**src/rtl/ps2_pkg.sv**
```systemverilog
// Shared definitions for the PS/2 receive path: FSM encoding, frame geometry,
// error-event indices and the odd-parity helper.
package ps2_pkg;

  localparam logic [1:0] ST_IDLE   = 2'd0;
  localparam logic [1:0] ST_DATA   = 2'd1;
  localparam logic [1:0] ST_PARITY = 2'd2;
  localparam logic [1:0] ST_STOP   = 2'd3;

  localparam int FRAME_BITS = 11;
  localparam int DATA_BITS  = FRAME_BITS - 3;

  localparam int EV_PARITY   = 0;
  localparam int EV_FRAME    = 1;
  localparam int EV_TIMEOUT  = 2;
  localparam int EV_OVERFLOW = 3;
  localparam int EV_NUM      = 4;

  function automatic logic odd_parity_ok(input logic [7:0] data, input logic par);
    return ^{data, par};
  endfunction

endpackage

```
**src/rtl/ps2_rx_fifo_if.sv**
```systemverilog
// CPU-side read/status bus of the PS/2 receiver; slave = receiver, master = reader.
interface ps2_rx_fifo_if #(parameter int CNT_W = 8);

  logic             rd;
  logic             err_clr;
  logic [7:0]       rd_data;
  logic             rd_err;
  logic             data_present;
  logic             data_half;
  logic             data_full;
  logic             err_parity;
  logic             err_frame;
  logic             err_timeout;
  logic             err_overflow;
  logic [CNT_W-1:0] err_count;

  modport master (
    output rd, err_clr,
    input  rd_data, rd_err, data_present, data_half, data_full,
    input  err_parity, err_frame, err_timeout, err_overflow, err_count
  );

  modport slave (
    input  rd, err_clr,
    output rd_data, rd_err, data_present, data_half, data_full,
    output err_parity, err_frame, err_timeout, err_overflow, err_count
  );

endinterface

```
**src/rtl/ps2_sync_filter.sv**
```systemverilog
// Two-flop synchroniser followed by a stability filter: the output follows the
// synchronised line only after FILT_LEN consecutive differing samples.
module ps2_sync_filter #(
  parameter int FILT_LEN = 8
) (
  input  logic clk,
  input  logic rst,
  input  logic din,
  output logic dout
);

  localparam int CW = (FILT_LEN > 1) ? $clog2(FILT_LEN) : 1;

  logic          sync1_r;
  logic          sync2_r;
  logic          filt_r;
  logic [CW-1:0] cnt_r;

  // Synchronise, then count how long the line has disagreed with the filtered value.
  always_ff @(posedge clk or posedge rst) begin
    if (rst) begin
      sync1_r <= 1'b1;
      sync2_r <= 1'b1;
      filt_r  <= 1'b1;
      cnt_r   <= '0;
    end else begin
      sync1_r <= din;
      sync2_r <= sync1_r;
      if (sync2_r == filt_r) begin
        cnt_r <= '0;
      end else if (cnt_r == CW'(FILT_LEN - 1)) begin
        filt_r <= sync2_r;
        cnt_r  <= '0;
      end else begin
        cnt_r <= cnt_r + CW'(1);
      end
    end
  end

  assign dout = filt_r;

endmodule

```
**src/rtl/ps2_rx_fifo.sv**
```systemverilog
// PS/2 device-to-host receiver with a first-word-fall-through receive FIFO.
// Optional macro PS2_RX_ERR_STORE_EN stores errored frames tagged via rd_err.
module ps2_rx_fifo
  import ps2_pkg::*;
#(
  parameter int DEPTH       = 16,
  parameter int FILT_LEN    = 8,
  parameter int TIMEOUT_CYC = 20000,
  parameter int CNT_W       = 8
) (
  input  logic clk,
  input  logic rst,
  input  logic ps2_clk,
  input  logic ps2_dat,
  ps2_rx_fifo_if.slave bus
);

  localparam int AW = $clog2(DEPTH);
  localparam int PW = AW + 1;
  localparam int TW = $clog2(TIMEOUT_CYC + 1);
`ifdef PS2_RX_ERR_STORE_EN
  localparam int EW = 9;
`else
  localparam int EW = 8;
`endif

  logic              clk_f_s, dat_f_s, clk_f_d_r, fall_s, timeout_s;
  logic [1:0]        state_r;
  logic [2:0]        bit_idx_r;
  logic [7:0]        shift_r;
  logic              par_ok_r;
  logic [TW-1:0]     timer_r;
  logic              push_r;
  logic [EW-1:0]     push_data_r;
  logic [EV_NUM-1:0] ev_s;
  logic [EV_NUM-1:0] flags_r;
  logic [CNT_W-1:0]  err_count_r;
  logic [EW-1:0]     mem [DEPTH];
  logic [EW-1:0]     head_s;
  logic [PW-1:0]     wr_ptr_r, rd_ptr_r, count_s, next_count_s;
  logic              full_s, empty_s, do_rd_s, do_wr_s;
  logic              present_r, half_r, full_r;

  ps2_sync_filter #(.FILT_LEN(FILT_LEN)) u_clk_filt (.clk(clk), .rst(rst), .din(ps2_clk), .dout(clk_f_s));
  ps2_sync_filter #(.FILT_LEN(FILT_LEN)) u_dat_filt (.clk(clk), .rst(rst), .din(ps2_dat), .dout(dat_f_s));

  assign fall_s    = clk_f_d_r & ~clk_f_s;
  assign timeout_s = (state_r != ST_IDLE) && !fall_s && (timer_r >= TW'(TIMEOUT_CYC - 1));

  // Frame deserialiser and inter-edge timeout.
  always_ff @(posedge clk or posedge rst) begin
    if (rst) begin
      clk_f_d_r   <= 1'b1;
      state_r     <= ST_IDLE;
      bit_idx_r   <= 3'd0;
      shift_r     <= 8'h00;
      par_ok_r    <= 1'b0;
      timer_r     <= '0;
      push_r      <= 1'b0;
      push_data_r <= '0;
    end else begin
      clk_f_d_r <= clk_f_s;
      push_r    <= 1'b0;
      if (fall_s) begin
        timer_r <= '0;
        case (state_r)
          ST_IDLE: begin
            if (!dat_f_s) begin
              state_r   <= ST_DATA;
              bit_idx_r <= 3'd0;
            end
          end
          ST_DATA: begin
            shift_r   <= {dat_f_s, shift_r[7:1]};
            bit_idx_r <= bit_idx_r + 3'd1;
            if (bit_idx_r == 3'(DATA_BITS - 1)) begin
              state_r <= ST_PARITY;
            end
          end
          ST_PARITY: begin
            par_ok_r <= odd_parity_ok(shift_r, dat_f_s);
            state_r  <= ST_STOP;
          end
          ST_STOP: begin
            state_r <= ST_IDLE;
`ifdef PS2_RX_ERR_STORE_EN
            push_r      <= 1'b1;
            push_data_r <= {~(par_ok_r & dat_f_s), shift_r};
`else
            push_r      <= par_ok_r & dat_f_s;
            push_data_r <= shift_r;
`endif
          end
          default: state_r <= ST_IDLE;
        endcase
      end else if (timeout_s) begin
        state_r <= ST_IDLE;
        timer_r <= '0;
      end else if (state_r != ST_IDLE) begin
        timer_r <= timer_r + TW'(1);
      end else begin
        timer_r <= '0;
      end
    end
  end

  // Error events of the current cycle; a frame with bad parity and stop is one event.
  always_comb begin
    ev_s = '0;
    if (fall_s) begin
      case (state_r)
        ST_IDLE: ev_s[EV_FRAME] = dat_f_s;
        ST_STOP: begin
          ev_s[EV_PARITY] = ~par_ok_r;
          ev_s[EV_FRAME]  = ~dat_f_s;
        end
        default: ev_s = '0;
      endcase
    end else if (timeout_s) begin
      ev_s[EV_TIMEOUT] = 1'b1;
    end else begin
      ev_s[EV_TIMEOUT] = 1'b0;
    end
    ev_s[EV_OVERFLOW] = push_r & full_s & ~bus.rd;
  end

  // Sticky flags and saturating event counter; clear wins over a same-cycle event.
  always_ff @(posedge clk or posedge rst) begin
    if (rst) begin
      flags_r     <= '0;
      err_count_r <= '0;
    end else if (bus.err_clr) begin
      flags_r     <= '0;
      err_count_r <= '0;
    end else begin
      flags_r <= flags_r | ev_s;
      if ((|ev_s) && (err_count_r != '1)) begin
        err_count_r <= err_count_r + CNT_W'(1);
      end
    end
  end

  assign count_s = wr_ptr_r - rd_ptr_r;
  assign full_s  = (count_s == PW'(DEPTH));
  assign empty_s = (count_s == '0);
  assign do_rd_s = bus.rd & ~empty_s;
  assign do_wr_s = push_r & (~full_s | do_rd_s);

  // Occupancy after this cycle's push/pop, used to register the level flags.
  always_comb begin
    next_count_s = count_s;
    if (do_wr_s && !do_rd_s) begin
      next_count_s = count_s + PW'(1);
    end else if (!do_wr_s && do_rd_s) begin
      next_count_s = count_s - PW'(1);
    end else begin
      next_count_s = count_s;
    end
  end

  // FIFO pointers and registered level flags.
  always_ff @(posedge clk or posedge rst) begin
    if (rst) begin
      wr_ptr_r  <= '0;
      rd_ptr_r  <= '0;
      present_r <= 1'b0;
      half_r    <= 1'b0;
      full_r    <= 1'b0;
    end else begin
      wr_ptr_r  <= wr_ptr_r + PW'(do_wr_s);
      rd_ptr_r  <= rd_ptr_r + PW'(do_rd_s);
      present_r <= (next_count_s != '0);
      half_r    <= (next_count_s >= PW'(DEPTH / 2));
      full_r    <= (next_count_s == PW'(DEPTH));
    end
  end

  // Storage array; contents are only visible while present_r is set.
  always_ff @(posedge clk) begin
    if (do_wr_s) begin
      mem[wr_ptr_r[AW-1:0]] <= push_data_r;
    end
  end

  assign head_s           = mem[rd_ptr_r[AW-1:0]];
  assign bus.rd_data      = present_r ? head_s[7:0] : 8'h00;
`ifdef PS2_RX_ERR_STORE_EN
  assign bus.rd_err       = present_r ? head_s[8] : 1'b0;
`else
  assign bus.rd_err       = 1'b0;
`endif
  assign bus.data_present = present_r;
  assign bus.data_half    = half_r;
  assign bus.data_full    = full_r;
  assign bus.err_parity   = flags_r[EV_PARITY];
  assign bus.err_frame    = flags_r[EV_FRAME];
  assign bus.err_timeout  = flags_r[EV_TIMEOUT];
  assign bus.err_overflow = flags_r[EV_OVERFLOW];
  assign bus.err_count    = err_count_r;

endmodule

```
**src/flat_wrapper.sv**
```systemverilog
// flat-port wrapper written by rule: the top's interface ports become plain ports
module ps2_rx_fifo_flat import ps2_pkg::*;
#(
  parameter int DEPTH       = 16,
  parameter int FILT_LEN    = 8,
  parameter int TIMEOUT_CYC = 20000,
  parameter int CNT_W       = 8
)
  (clk, rst, ps2_clk, ps2_dat, bus_rd, bus_err_clr, bus_rd_data, bus_rd_err, bus_data_present, bus_data_half, bus_data_full, bus_err_parity, bus_err_frame, bus_err_timeout, bus_err_overflow, bus_err_count);
  ps2_rx_fifo_if #(.CNT_W(CNT_W)) bus_i ();
  input  logic clk;
  input  logic rst;
  input  logic ps2_clk;
  input  logic ps2_dat;
  input wire logic [$bits(bus_i.rd)-1:0] bus_rd;
  input wire logic [$bits(bus_i.err_clr)-1:0] bus_err_clr;
  output wire logic [$bits(bus_i.rd_data)-1:0] bus_rd_data;
  output wire logic [$bits(bus_i.rd_err)-1:0] bus_rd_err;
  output wire logic [$bits(bus_i.data_present)-1:0] bus_data_present;
  output wire logic [$bits(bus_i.data_half)-1:0] bus_data_half;
  output wire logic [$bits(bus_i.data_full)-1:0] bus_data_full;
  output wire logic [$bits(bus_i.err_parity)-1:0] bus_err_parity;
  output wire logic [$bits(bus_i.err_frame)-1:0] bus_err_frame;
  output wire logic [$bits(bus_i.err_timeout)-1:0] bus_err_timeout;
  output wire logic [$bits(bus_i.err_overflow)-1:0] bus_err_overflow;
  output wire logic [$bits(bus_i.err_count)-1:0] bus_err_count;
  assign bus_i.rd = bus_rd;
  assign bus_i.err_clr = bus_err_clr;
  assign bus_rd_data = bus_i.rd_data;
  assign bus_rd_err = bus_i.rd_err;
  assign bus_data_present = bus_i.data_present;
  assign bus_data_half = bus_i.data_half;
  assign bus_data_full = bus_i.data_full;
  assign bus_err_parity = bus_i.err_parity;
  assign bus_err_frame = bus_i.err_frame;
  assign bus_err_timeout = bus_i.err_timeout;
  assign bus_err_overflow = bus_i.err_overflow;
  assign bus_err_count = bus_i.err_count;
  ps2_rx_fifo #(.DEPTH(DEPTH), .FILT_LEN(FILT_LEN), .TIMEOUT_CYC(TIMEOUT_CYC), .CNT_W(CNT_W)) u_core (.clk(clk), .rst(rst), .ps2_clk(ps2_clk), .ps2_dat(ps2_dat), .bus(bus_i));
endmodule
```
**config.mk**
```make
export PLATFORM = sky130hd
export DESIGN_NAME = ps2_rx_fifo_flat
export DESIGN_NICKNAME = d
export VERILOG_FILES = /design/src/rtl/ps2_pkg.sv /design/src/rtl/ps2_rx_fifo_if.sv /design/src/rtl/ps2_sync_filter.sv /design/src/rtl/ps2_rx_fifo.sv /design/src/flat_wrapper.sv
export SDC_FILE = /design/constraint.sdc
export NUM_CORES = 1
export LEC_CHECK = 0
export CORE_MARGIN = 2
export CORE_UTILIZATION = 23
export DETAILED_ROUTE_END_ITERATION = 10
export PLACE_DENSITY = 0.41
export RECOVER_POWER = 25
export SLEW_MARGIN = 20
export SYNTH_ARGS = -nofsm -noshare
export SYNTH_HDL_FRONTEND = slang
export SYNTH_SLANG_ARGS = --single-unit
```
**constraint.sdc**
```tcl
create_clock -name clk -period 3.3 [get_ports clk]
set_input_delay 0.495 -clock clk [delete_from_list [all_inputs] [get_ports clk]]
set_output_delay 0.495 -clock clk [all_outputs]
set_load 0.02 [all_outputs]
```
---- Word level (Yosys, flattened, before mapping) ----
Memory sizes are Yosys's and may differ from the RTL's.
Index checks and enable logic that the tools add are counted.
storage, ports and cells
  bits in read-only memories .............. 0
  memory bits (writable) .................. 128
  output and inout bits ................... 24
  memories ................................ 1
  latch bits .............................. 0
  bits in registers ....................... 76
  input port bits ......................... 6
  word-level logic and storage cells ...... 119
memory list
  memory      depth  width  rd ports  clocked after Yosys merged registers in  write ports  RTL line           text
  u_core.mem  16     8      1         0                                        1            ps2_rx_fifo.sv:38  logic [EW-1:0] mem [DEPTH];
cells by class
  multipliers ............................. 0
  multiplexer cells ....................... 29
  reductions and logical operators ........ 24
  eq/ne operators ......................... 14
  add/sub/neg operators ................... 10
  shifts and indexed selects .............. 0
  order comparisons ....................... 2
  bitwise operators ....................... 16
  div/mod/pow operators ................... 0
operator list
  kind                   count
  $mux 15                3
  $mux 8                 3
  $add 15x1->15 const B  1
  $ge 15x15->1 const B   1
  $mux 3                 5
  $add 5x1->5            2
  $eq 5x5->1 const B     2
  $mux 2                 5
  $mux 5                 2
  $reduce_and 2->1       5
  $add 3x1->3 const B    3
  $eq 3x3->1 const B     3
  $reduce_xor 9->1       1
  $add 8x1->8 const B    1
  $ne 8x8->1 const B     1
  $not 1->1              8
  $pmux 2 s4             1
  $reduce_bool 2->1      4
  $mux 1                 7
  $and 1x1->1            6
  $ne 3x3->1 const B     2
  $pmux 3 s2             1
  $reduce_and 3->1       2
  $add 5x1->5 const B    1
  other kinds (17)       25

---- Longest topological paths before layout ----
Gate-level depths: netlist of the first run.
  depth after elaboration ................. 11
  depth in mapped cells ................... 13
  depth with buffers taken out ............ 12

---- Modules after synthesis ----
From an unflattened synthesis of the first run, not the netlist that was laid out.
second synthesis, totals
  cells, all modules ...................... 557
  area total of the unflattened synthesis .. 8769.7 um2
by module, submodules not included
  module           instances  area each (um2)  sequential area each (um2)  cells an instance
  ps2_rx_fifo      1          8314.2           5446.5                      529
  ps2_sync_filter  2          227.7            153.9                       14

---- Least setup slack after synthesis of the first run ----
OpenSTA, ideal clock, no wires.
  path kind ............................... reg-to-reg
  start ................................... register u_core.rd_ptr_r[1]
  end ..................................... memory u_core.mem[3][0] (enable)
  arrival time ............................ 2751 ps
  buffers on the path ..................... 2
  period minus slack after synthesis ...... 3134 ps
  data required time ...................... 2917 ps
  library setup time ...................... 383 ps
  stages on the path, launching flop included .. 12
  path slack .............................. 166 ps
  cell sequence ........................... dfrtp_1 clkbuf_1 buf_1 inv_1 ha_1 nand3b_1 nand2_1 mux2i_4 nand2_1 o21a_1 nand3_1 nor3_1
between the ends
  cells in the longest elaborated chain, start to end .. 8
  elaborated cells between the ends (all ways) .. 10
  classes of those cells .................. add/sub (1); eq/ne (1); mux (2); bitwise (5); reduce/logical (1)
ends and longest elaborated chain
  item                            RTL line            text
  start, declared                 ps2_rx_fifo.sv:40   logic [PW-1:0] wr_ptr_r, rd_ptr_r, count_s, next_count_s;
  start signal, assigned          ps2_rx_fifo.sv:171  rd_ptr_r <= rd_ptr_r + PW'(do_rd_s);
  $sub 5x5->5 *                   ps2_rx_fifo.sv:143  assign count_s = wr_ptr_r - rd_ptr_r;
  $logic_not 5->1                 ps2_rx_fifo.sv:145  assign empty_s = (count_s == '0);
  $not 1->1                       ps2_rx_fifo.sv:146  assign do_rd_s = bus.rd & ~empty_s;
  $and 1x1->1                     ps2_rx_fifo.sv:146
  $or 1x1->1 *                    ps2_rx_fifo.sv:147  assign do_wr_s = push_r & (~full_s | do_rd_s);
  $and 1x1->1 *                   ps2_rx_fifo.sv:147
  $mux 1 *                        ps2_rx_fifo.sv:180  if (do_wr_s) begin
  $mux 1 (implied by the code) *  ps2_rx_fifo.sv:181  mem[wr_ptr_r[AW-1:0]] <= push_data_r;
  end, declared                   ps2_rx_fifo.sv:38
Mark *: on every way between the ends. The rest lies on a longest branch, timed or not.

---- Worst setup path in the final report of the first run ----
  start ................................... register u_core.rd_ptr_r[0]
  end ..................................... output port bus_rd_data[1]
between the ends
  cells in the longest elaborated chain, start to end .. 2
ends and longest elaborated chain
  item           RTL line            text
  $mem_v2 16x8   n/a
  $mux 8         ps2_rx_fifo.sv:186  assign bus.rd_data = present_r ? head_s[7:0] : 8'h00;
  end, declared  flat_wrapper.sv:17  output wire logic [$bits(bus_i.rd_data)-1:0] bus_rd_data;
Every way passes these cells.

==> results of run 1 <==
==> worst max-delay path: stages, from the launching register on <==
cell	delay [ns]
dfrtp_2	0.43
buf_12	0.14
buf_4	0.16
buf_16	0.15
buf_6	0.12
mux4_2	0.41
mux4_2	0.47
and2_4	0.17
buf_6	0.12
==> state kept, by name, summed over array words and instances (netlist names), 4 cells and up <==
name / cells
u_core.timer_r: 15
u_core.rd_ptr_r: 5
u_core.bus.err_count: 8
u_core.push_data_r: 8
u_core.wr_ptr_r: 5
u_core.shift_r: 8
u_core.flags_r: 4
u_core.mem: 128
==> layout make-up <==
| cell class | instances | area [µm²] | area share (%) |
|---|---|---|---|
| clock buffer | 32 | 682 | 6.33 |
| clock inverter | 12 | 123 | 1.14 |
| inverter | 14 | 53.8 | 0.500 |
| multi-input combinational | 320 | 2870 | 26.7 |
| sequential | 204 | 5760 | 53.4 |
| tap | 511 | 639 | 5.94 |
| timing repair buffer | 64 | 642 | 5.96 |
==> per-layer routing <==
metal  wire (µm)  part of all wire, %
met5           0                    0
met1        8440                   43
met4         379                  1.9
met3         844                  4.3
met2        9840                   50
==> kinds of logic (layout without fill, tap and decap cells) <==
group / count (synthesis) / in the layout / synth area share (%)
compound gates: 43 / 43 / 3.58
mux: 64 / 64 / 13.5
xor+xnor: 37 / 37 / 3.88
flops: 204 / 204 / 65.8
fa+ha+maj: 24 / 24 / 3.52
buf+inv: 30 / 122 / 1.37
other cells: 1 / 1 / 0.0429
simple gates: 151 / 151 / 8.30
==> placed cells by master (no fill, tap or decap), types with 7 or more instances in the layout <==
cell type	n
nor3_1	9
o21ai_0	10
nand2_1	27
clkdlybuf4s50_1	17
nand2b_1	7
a21oi_1	10
inv_1	12
nand3_1	20
mux2_2	19
clkbuf_16	25
edfxtp_1	128
xnor2_1	24
dfrtp_1	68
ha_1	23
nor2_1	51
nor2b_1	9
xor2_1	11
mux4_2	40
buf_4	28
==> power groups by stage <==
stage | logic, mW | clock network (mW) | registers [mW]
4_1_cts | 0.210 | 2.73 | 2.80
3_3_place_gp | 0.197 | 0 | 2.85
3_5_place_dp | 0.208 | 0 | 2.85
5_1_grt | 0.237 | 2.85 | 2.81
6_report | 0.204 | 2.65 | 2.80
2_1_floorplan | 0.163 | 0 | 2.83
==> stage by stage <==
step	hold slack (ns)	setup slack, ns
after floorplan	0.345	0.166
after global placement	0.349	0.303
after detailed placement	0.348	0.300
after CTS	0.350	-0.0213
after global routing	0.364	0.00224
final	0.356	0.102
==> how the worst min path moves through the flow <==
| stage | cells after the start | to | slack, ns | from |
|---|---|---|---|---|
| after CTS | 2 | u_core.bus.data_half$_DFF_PP0_ | 0.35 | rst |
| after floorplan | 0 | u_core.u_clk_filt.sync2_r$_DFF_PP1_ | 0.35 | u_core.u_clk_filt.sync1_r$_DFF_PP1_ |
| after global placement | 0 | u_core.u_clk_filt.sync2_r$_DFF_PP1_ | 0.35 | u_core.u_clk_filt.sync1_r$_DFF_PP1_ |
| after global routing | 0 | u_core.u_dat_filt.sync2_r$_DFF_PP1_ | 0.36 | u_core.u_dat_filt.sync1_r$_DFF_PP1_ |
| final | 0 | u_core.u_dat_filt.sync2_r$_DFF_PP1_ | 0.36 | u_core.u_dat_filt.sync1_r$_DFF_PP1_ |
| after detailed placement | 0 | u_core.u_dat_filt.sync2_r$_DFF_PP1_ | 0.35 | u_core.u_dat_filt.sync1_r$_DFF_PP1_ |
==> repair_timing <==
item / 4_1_cts / 5_1_grt
gates cloned: 3 / 0
setup buffers: 7 / 0
pin swaps: 0 / 0
setup endpoints to repair: 8 / 6
resized for setup: 27 / 9
==> results.md, run 1 <==
* Status: complete, but fails checks
* Failing checks: max-capacitance violations, max-slew violations
* Sequential cell area fraction in the yosys report at 65.8%
* Clock transition at path regs at 0.05 ns
* Fin nets at 659
* Post-synth EDFFs at 128
* Post-DP HPWL at 12400 µm
* Worst relative slew slack at -2.78%
* IO Port Bufs at 28
* Pin count of the biggest net entering global routing at 45
* Worst Max-Slew Pin Slew at 1.53 ns
* Clk_lat worst skew at 0.54 ns
* Yosys Warn Count at 0
* Die height at 199 µm
* Area leader, netlist: edfxtp_1
* Pwr/cell area at 525 nW/µm²
* Critical Path AT at 2.70 ns
* Placer Congestion at 0.755
* Initial antenna violation count at 0
* Ys flop type: edfxtp_1
* DRT Pass-1 Iters at 6
* Row count at 71
* Crit. End Element: output port
* Endpoints failing setup at 0
* Library cells used by synthesis at 57
* Final Critical Period at 3.20 ns
* Max-cap violations at 1
* Area Overhead vs Synth at 23.2%
* M1 GR Usage at 12.9%
* Global routing usage on met2 at 17.7%
* Flop-to-flop setup slack at 0.23 ns
* End of the critical path: bus_rd_data[1]
* Synth area leaders: edfxtp_1 (44%), dfrtp_1 (20%), mux4_2 (10%), ha_1 (3.3%), mux2_2 (2.4%)
* Comb pwr share at 3.6%
* Clock buffer count from CTS at 25
* CTS root buffer: clkbuf_16
* Worst Hold Class: reg -> reg
* Top-area cell type share of the netlist area at 44.0%
* Fmax at 313 MHz
* FF-to-FF End: u_core.bus.err_count[4]$_DFFE_PP0P_
* CTS Buffer Depth at 3
* Unrepaired setup endpoints after global routing: no
* Syn_nets at 584
* Final core occ at 28.7%
* Switch Pwr at 1.19 mW
* Share of cells above drive strength 1 at 24.6%
* Max Slew Vio Count at 33
* Yosys reg bits at 204
* Startpoint types: register
* # IOs at 30
* Final Non-Filler Cells at 1157
* Worst r2r src: u_core.rd_ptr_r[0]$_DFF_PP0_
* Critical Path RT at 2.80 ns
* Worst Clk Skew at 0.0271 ns
* CTS tree: yes
* Post-Syn Area at 8740 µm²
* Chip Width at 199 µm
* Setup CP Type: reg -> out
* Post-Layout Inst Area at 10800 µm²
* GR Overflow Total at 0
* Clk sinks at 204
* Internal at 4.46 mW
* Most common library cells after synthesis: edfxtp_1 (128), dfrtp_1 (69), nor2_1 (51), mux4_2 (40), nand2_1 (27)
* Part of the power in registers at 49.5%
* Vias/cell at 4.16
* Met3 GRT Util at 1.92%
* Core box area at 37600 µm²
* First-pass GRT wire length at 30400 µm
* Antenna Cells at 0
* Worst reg-to-reg path cell count at 11
* Most Used Layer, Global Route: met2
* Placed Cells at 1103
* Avg Synthesized Cell Area at 15.8 µm²
* Clock network power share at 46.9%
* Via count at 4816
* Final Hold Fails at 0
* Final ANT Viol Nets at 0
* Routed WL per cell at 16.9 µm
* Ys async rst share at 37.3%
* Initial core utilization at 23.3%
* Worst Path Max Fanout at 7
* Total power at 5.65 mW
* DRC viols at 0
* Setup TNS at 0 ns
* Top-count cell post-synth: edfxtp_1
* Iteration-0 DRC Markers at 180
* Setup crit start: u_core.rd_ptr_r[0]$_DFF_PP0_
* Hold Buf Count CTS at 0
* Vias in the first global route at 5065
* Lkg Pwr at 4.19 nW
* Die area at 39600 µm²
* Cells after synthesis at 554
* Net Sw Frac at 21.1%
* Tcrit/Tclk final at 96.9%
* Placed Area at 9830 µm²
* Htree depth at 1
* Routed wire length at 19500 µm
* VDD IR-drop max at 0.422 mV
* # fillers at 3749
* GRT Resource Usage Total at 10.2%
No activity file was read; power rests on OpenSTA's default activity.
==> run 2: changes to the inputs <==
- SYNTH_HIERARCHICAL: default -> 1
==> results.md, run 2 <==
* Hold Buf Count CTS at 0 (unchanged)
* CTS Buffer Depth at 3 (unchanged)
* Initial core utilization at 23.3% (+0.070 points)
* Lkg Pwr at 3.82 nW (-8.8%)
* GRT Resource Usage Total at 10.1% (-0.072 points)
* Max-cap violations at 0 (-1)
* Antenna Cells at 0 (unchanged)
* Fmax at 312 MHz (-0.19%)
* CP Cell Sequence: buf_4 -> buf_16 -> mux4_2 -> mux4_2 -> and2_1 -> dlygate4sd2_1
* Placed Cells at 1103 (unchanged)
* Most frequent CP cell: mux4_2
* # IOs at 30 (unchanged)
* Internal at 5.14 mW (+15%)
* Row count at 71 (unchanged)
* Post-Layout Inst Area at 10800 µm² (about the same)
* Startpoint types: register
* Synth area leaders: edfxtp_1 (44%), dfrtp_1 (20%), mux4_2 (10%), ha_1 (3.3%), nor2_1 (2.4%)
* Net Sw Frac at 29.1% (+8.0 points)
* Htree depth at 1 (unchanged)
* Syn_nets at 587 (+0.51%)
* CTS tree: yes
* Most common cell after layout, fill and taps aside: edfxtp_1
* Share of cells above drive strength 1 at 24.2% (-0.38 points)
* Clk sinks at 204 (unchanged)
* GR Overflow Total at 0 (unchanged)
* Final Critical Period at 3.20 ns (+0.00616 ns)
* Part of the power in registers at 41.0% (-8.5 points)
* Die height at 199 µm (+0.15%)
* Top-area cell type share of the netlist area at 43.8% (-0.13 points)
* Status: finished, final reports clean
* Critical Path RT at 2.80 ns (about the same)
* CP max stage delay at 0.56 ns (+0.09 ns)
* Vias in the first global route at 5145 (+1.6%)
* Worst Path Max Fanout at 8 (+1)
* Hold Startpoint: u_core/u_dat_filt/sync1_r$_DFF_PP1_
* Top-count cell post-synth: edfxtp_1
* Routed wire length at 19300 µm (-1.0%)
* Library cells used by synthesis at 58 (+1.8%)
* Clock network power share at 33.4% (-14 points)
* Pin count of the biggest net entering global routing at 35 (-22%)
* Worst Hold Class: reg -> reg
* Crit. End Element: output port
* Comb pwr share at 25.6% (+22 points)
* Core box area at 37600 µm² (unchanged)
* Placer Congestion at 0.750 (-0.68%)
* Switch Pwr at 2.11 mW (+77%)
* Yosys Warn Count at 6 (+6)
* Clk_lat worst skew at 0.51 ns (-0.03 ns)
* Cells after synthesis at 557 (+0.54%)
* Vias/cell at 4.18 (+0.39%)
* Fin nets at 661 (+0.30%)
* # fillers at 3794 (+1.2%)
* Worst Clk Skew at 0.0127 ns (-0.0143 ns)
* Clock transition at path regs at 0.05 ns (about the same)
* Final hold slack at 0.354 ns (-0.00155 ns)
* DRT Pass-1 Iters at 4 (-2)
* Pwr/cell area at 674 nW/µm² (+28%)
* Most common library cells after synthesis: edfxtp_1 (128), dfrtp_1 (69), nor2_1 (55), mux4_2 (40), nand2_1 (24)
* Tcrit/Tclk final at 97.1% (+0.19 points)
* DRC viols at 0 (unchanged)
* Die area at 39700 µm² (+0.29%)
* Dpl ws at 0.0709 ns (-0.229 ns)
* Ys flop type: edfxtp_1
* Area Overhead vs Synth at 22.8%
* Avg Synthesized Cell Area at 15.7 µm² (-0.24%)
* Placed Area at 9830 µm² (about the same)
* Final Non-Filler Cells at 1159 (+0.17%)
* Ys async rst share at 37.3% (unchanged)
* Worst r2r src: u_core/rd_ptr_r[0]$_DFF_PP0_
* Routed WL per cell at 16.7 µm (-1.2%)
* Yosys reg bits at 204 (unchanged)
* Final core occ at 28.7% (about the same)
* IO Port Bufs at 28 (unchanged)
* CP Buf/Inv Count at 3 (-2)
* Endpoints failing setup at 0 (unchanged)
* Post-synth EDFFs at 128 (unchanged)
* Family with the most delay on the worst path: multiplexers
* Post-DP HPWL at 12700 µm (+2.7%)
* Area leader, netlist: edfxtp_1
* Setup CP Type: reg -> out
* Commonest non-fill, non-tap cells in the layout: edfxtp_1 (128), dfrtp_1 (68), nor2_1 (55)
* Max FFs per register at 128 (unchanged)
* First-pass GRT wire length at 30500 µm (+0.41%)
* Via count at 4843 (+0.56%)
* Setup TNS at 0 ns (unchanged)
* Critical Path AT at 2.71 ns (about the same)
* Worst path slowest cell: mux4_2
* Chip Width at 199 µm (+0.15%)
* CTS root buffer: clkbuf_16
* VDD IR-drop max at 0.314 mV (-26%)
* Setup WS post-layout at 0.0963 ns (-0.00616 ns)
* Worst Max-Slew Pin Slew at 1.25 ns (-0.286 ns)
* Clock buffer count from CTS at 24 (-4.0%)
* Iteration-0 DRC Markers at 272 (+51%)
* Total power at 7.26 mW (+28%)
* Worst relative slew slack at 16.7% (+20 points)
* Final ANT Viol Nets at 0 (unchanged)
* Initial antenna violation count at 0 (unchanged)
* Post-Syn Area at 8770 µm² (+0.30%)
* Max Slew Vio Count at 0 (-100%)
* Setup crit start: u_core/rd_ptr_r[0]$_DFF_PP0_
* Sequential cell area fraction in the yosys report at 65.6% (-0.20 points)
* Final Hold Fails at 0 (unchanged)
## run 2: cell types whose count changed in the layout (fill, tap and decap cells not counted), moves of 4 or more
cell	before	now
nand3_1	20	12
xnor2_1	24	20
clkbuf_1	4	8
and2_1	6	11
nor2_1	51	55
xor2_1	11	17
nor2b_1	9	3
## run 2: repair_timing
item	CTS	global route
pin swaps	1	6
buffers inserted	4	8
gates cloned	2	0
gates resized for setup	14	26
endpoints found under the setup margin	8	117
hold endpoints to repair	0	0
## run 2: logic make-up after synthesis
kind of cell | synth area share, %
other | 0.0428
XOR/XNOR | 4.15
buffers and inverters | 1.56
adder cells (fa/ha/maj) | 3.51
AO/OA/AOI/OAI | 3.31
flip-flops | 65.6
AND/OR/NAND/NOR | 8.52
multiplexers | 13.3
## run 2: path summary, 6_finish.rpt
kind                                                              to  slack (ns)  cells after the start
max in group asynchronous                 u_core/clk_f_d_r$_DFF_PP1_        1.63                      3
min in group asynchronous       u_core/u_clk_filt/cnt_r[0]$_DFF_PP0_        0.38                      2
worst min-delay path             u_core/u_dat_filt/sync2_r$_DFF_PP1_        0.35                      0
worst max register to register   u_core/bus.err_count[5]$_DFFE_PP0P_        0.15                     12
worst min register to register   u_core/u_dat_filt/sync2_r$_DFF_PP1_        0.35                      0
worst max-delay path                                  bus_rd_data[1]         0.1                      6
## run 2: power groups by stage
stage | sequential (mW) | clock, mW | combinational [mW]
floorplan | 3.00 | 0 | 1.24
global placement | 3.02 | 0 | 1.72
detailed placement | 3.03 | 0 | 1.76
CTS | 2.98 | 2.49 | 1.91
global route | 3.00 | 2.62 | 2.06
finish | 2.97 | 2.42 | 1.86
## run 2: routing by layer
| layer | vias to the layer above | wire (µm) | track usage, % |
|---|---|---|---|
| met5 | - | 0 | 0 |
| met4 | 0 | 436 | 2.65 |
| met3 | 26 | 800 | 1.76 |
| met2 | 73 | 9250 | 16.6 |
| met1 | 2507 | 8820 | 13.7 |
| li1 | 2237 | - | - |
## run 2: layout make-up
cell class / instances / area [µm²] / share of cell area [%]
inverter: 16 / 60.1 / 0.558
sequential: 204 / 5760 / 53.4
timing repair buffer: 66 / 641 / 5.95
multi-input combinational: 319 / 2950 / 27.4
clock inverter: 8 / 43.8 / 0.407
clock buffer: 35 / 683 / 6.34
tap: 511 / 639 / 5.94
## run 2: worst register-to-register path, delay by kind of cell, from the launching register on
family | cells | cell delay (ns)
adder cells (fa/ha/maj) | 3 | 0.90
AND/OR/NAND/NOR | 4 | 0.86
AO/OA/AOI/OAI | 3 | 0.58
flip-flops | 1 | 0.44
buffers and inverters | 2 | 0.30
==> run 3: changes to the inputs <==
- CORE_MARGIN: 2 -> 5
- PLACE_DENSITY: 0.41 -> 0.42
==> results.md, run 3 (same netlist as run 2, synthesis figures left out) <==
* Worst Path Max Fanout at 8 (unchanged)
* Routed wire length at 18700 µm (-3.0%)
* Worst relative slew slack at 37.5% (+21 points)
* Status: finished, final reports clean
* Fin nets at 654 (-1.1%)
* Placed Area at 9830 µm² (about the same)
* Clk_lat worst skew at 0.49 ns (-0.02 ns)
* Setup WS post-layout at 0.125 ns (+0.0283 ns)
* Comb pwr share at 24.9% (-0.7 points)
* Tcrit/Tclk final at 96.2% (-0.86 points)
* Placed Cells at 1105 (+0.18%)
* Final Critical Period at 3.18 ns (-0.0283 ns)
* Most common cell after layout, fill and taps aside: edfxtp_1
* Area Overhead vs Synth at 21.4%
* Pwr/cell area at 682 nW/µm² (+1.2%)
* Unrepaired setup endpoints after global routing: yes
* DRC viols at 0 (unchanged)
* Final core occ at 28.3% (-0.39 points)
* Lkg Pwr at 3.78 nW (-1.1%)
* DRT Pass-1 Iters at 7 (+3)
* Max Slew Vio Count at 0 (unchanged)
* Worst Hold Class: reg -> reg
* Final ANT Viol Nets at 0 (unchanged)
* Startpoint types: register
* Max FFs per register at 128 (unchanged)
* Core box area at 37700 µm² (+0.24%)
* CTS root buffer: clkbuf_16
* Setup TNS at 0 ns (unchanged)
* Post-Layout Inst Area at 10600 µm² (-1.1%)
* Fmax at 315 MHz (+0.89%)
* Placer Congestion at 0.723 (-3.5%)
* Final Hold Fails at 0 (unchanged)
* GR Overflow Total at 0 (unchanged)
* Setup CP Type: reg -> out
* Antenna Cells at 0 (unchanged)
* Die height at 205 µm (+3.0%)
* Clock buffer count from CTS at 22 (-8.3%)
* Die area at 42100 µm² (+6.1%)
* Internal at 5.19 mW (+0.92%)
* Commonest non-fill, non-tap cells in the layout: edfxtp_1 (128), dfrtp_1 (68), nor2_1 (54)
* Initial core utilization at 23.3% (-0.055 points)
* # IOs at 30 (unchanged)
* Routed WL per cell at 16.3 µm (-2.3%)
* Dpl ws at 0.162 ns (+0.0914 ns)
* Pin count of the biggest net entering global routing at 24 (-31%)
* Max-cap violations at 0 (unchanged)
* Critical Path RT at 2.80 ns (about the same)
* Worst Clk Skew at 0.00997 ns (-0.00276 ns)
* Critical Path AT at 2.68 ns (-0.03 ns)
* Final hold slack at 0.354 ns (-0.0000520 ns)
* Clock network power share at 34.1% (+0.7 points)
* Hold Buf Count CTS at 0 (unchanged)
* Share of cells above drive strength 1 at 23.4% (-0.79 points)
* Htree depth at 1 (unchanged)
* VDD IR-drop max at 0.431 mV (+37%)
* Switch Pwr at 2.07 mW (-2.1%)
* Endpoints failing setup at 0 (unchanged)
* Post-DP HPWL at 12700 µm (about the same)
* Clock transition at path regs at 0.06 ns (about the same)
* Chip Width at 205 µm (+3.0%)
* Via count at 4786 (-1.2%)
* Vias/cell at 4.16 (-0.49%)
* Crit. End Element: output port
* Clk sinks at 204 (unchanged)
* Iteration-0 DRC Markers at 283 (+4.0%)
* Final Non-Filler Cells at 1151 (-0.69%)
* GRT Resource Usage Total at 8.91% (-1.2 points)
* CTS Buffer Depth at 3 (unchanged)
* Initial antenna violation count at 0 (unchanged)
* Vias in the first global route at 5018 (-2.5%)
* Row count at 71 (unchanged)
* Part of the power in registers at 41.1% (about the same)
* IO Port Bufs at 28 (unchanged)
* Total power at 7.26 mW (about the same)
* CTS tree: yes
* First-pass GRT wire length at 29600 µm (-2.9%)
* Worst Max-Slew Pin Slew at 0.937 ns (-0.311 ns)
* Net Sw Frac at 28.5% (-0.63 points)
[run 3: cell count changes in the layout (fill, tap and decap cells not counted), sizes merged]
cell         before  now
buf              39   33
bufinv            0    3
clkbuf           37   35
clkinvlp          1    0
dlygate4sd2       2    0
[run 3: worst max-delay path, cell delays in order (launching register included)]
cell and delay, ns:
dfrtp_2 0.48, buf_12 0.14, buf_16 0.14, mux4_2 0.50, mux4_2 0.49, and2_1 0.18
clkdlybuf4s15_2 0.25
[run 3: final timing paths]
check,startpoint,depth (start not counted),slack [ns],endpoint
setup / recovery,u_core/rd_ptr_r[0]$_DFF_PP0_,6,0.12,bus_rd_data[4]
hold / removal,u_core/u_dat_filt/sync1_r$_DFF_PP1_,0,0.35,u_core/u_dat_filt/sync2_r$_DFF_PP1_
setup reg to reg,u_core/rd_ptr_r[0]$_DFF_PP0_,10,0.16,u_core/bus.data_present$_DFF_PP0_
hold reg to reg,u_core/u_dat_filt/sync1_r$_DFF_PP1_,0,0.35,u_core/u_dat_filt/sync2_r$_DFF_PP1_
max in group asynchronous,rst,3,1.78,u_core/clk_f_d_r$_DFF_PP1_
min in group asynchronous,rst,2,0.42,u_core/u_clk_filt/cnt_r[0]$_DFF_PP0_
[run 3: timing repair]
action	in CTS	in global routing
cloned	2	0
endpoints found under the setup margin	8	140
endpoints found under the hold margin	0	0
gates resized for setup	21	12
pin swaps	0	4
buffers inserted	3	2
[run 3: layout make-up]
type / instances / area, µm²
clock inverter: 10 / 119
timing repair buffer: 61 / 564
tap: 511 / 639
inverter: 16 / 60.1
fill: 3817 / 27000
multi-input combinational: 319 / 2910
sequential: 204 / 5760
clock buffer: 30 / 602
[run 3: power by group through the flow]
stage               Clock [mW]  Combinational [mW]  Sequential, mW
floorplan                    0                1.24            3.00
global placement             0                1.69            3.01
detailed placement           0                1.73            3.02
CTS                       2.56                1.88            2.99
global route              2.67                2.00            3.00
finish                    2.47                1.81            2.98
[run 3: layer usage]
metal  vias up  track usage [%]  wire length [µm]
met5         -                0                 0
met3        27             1.48               642
met4         0             1.67               346
met2        80             14.3              8740
li1       2220                -                 -
met1      2459             12.9              9000
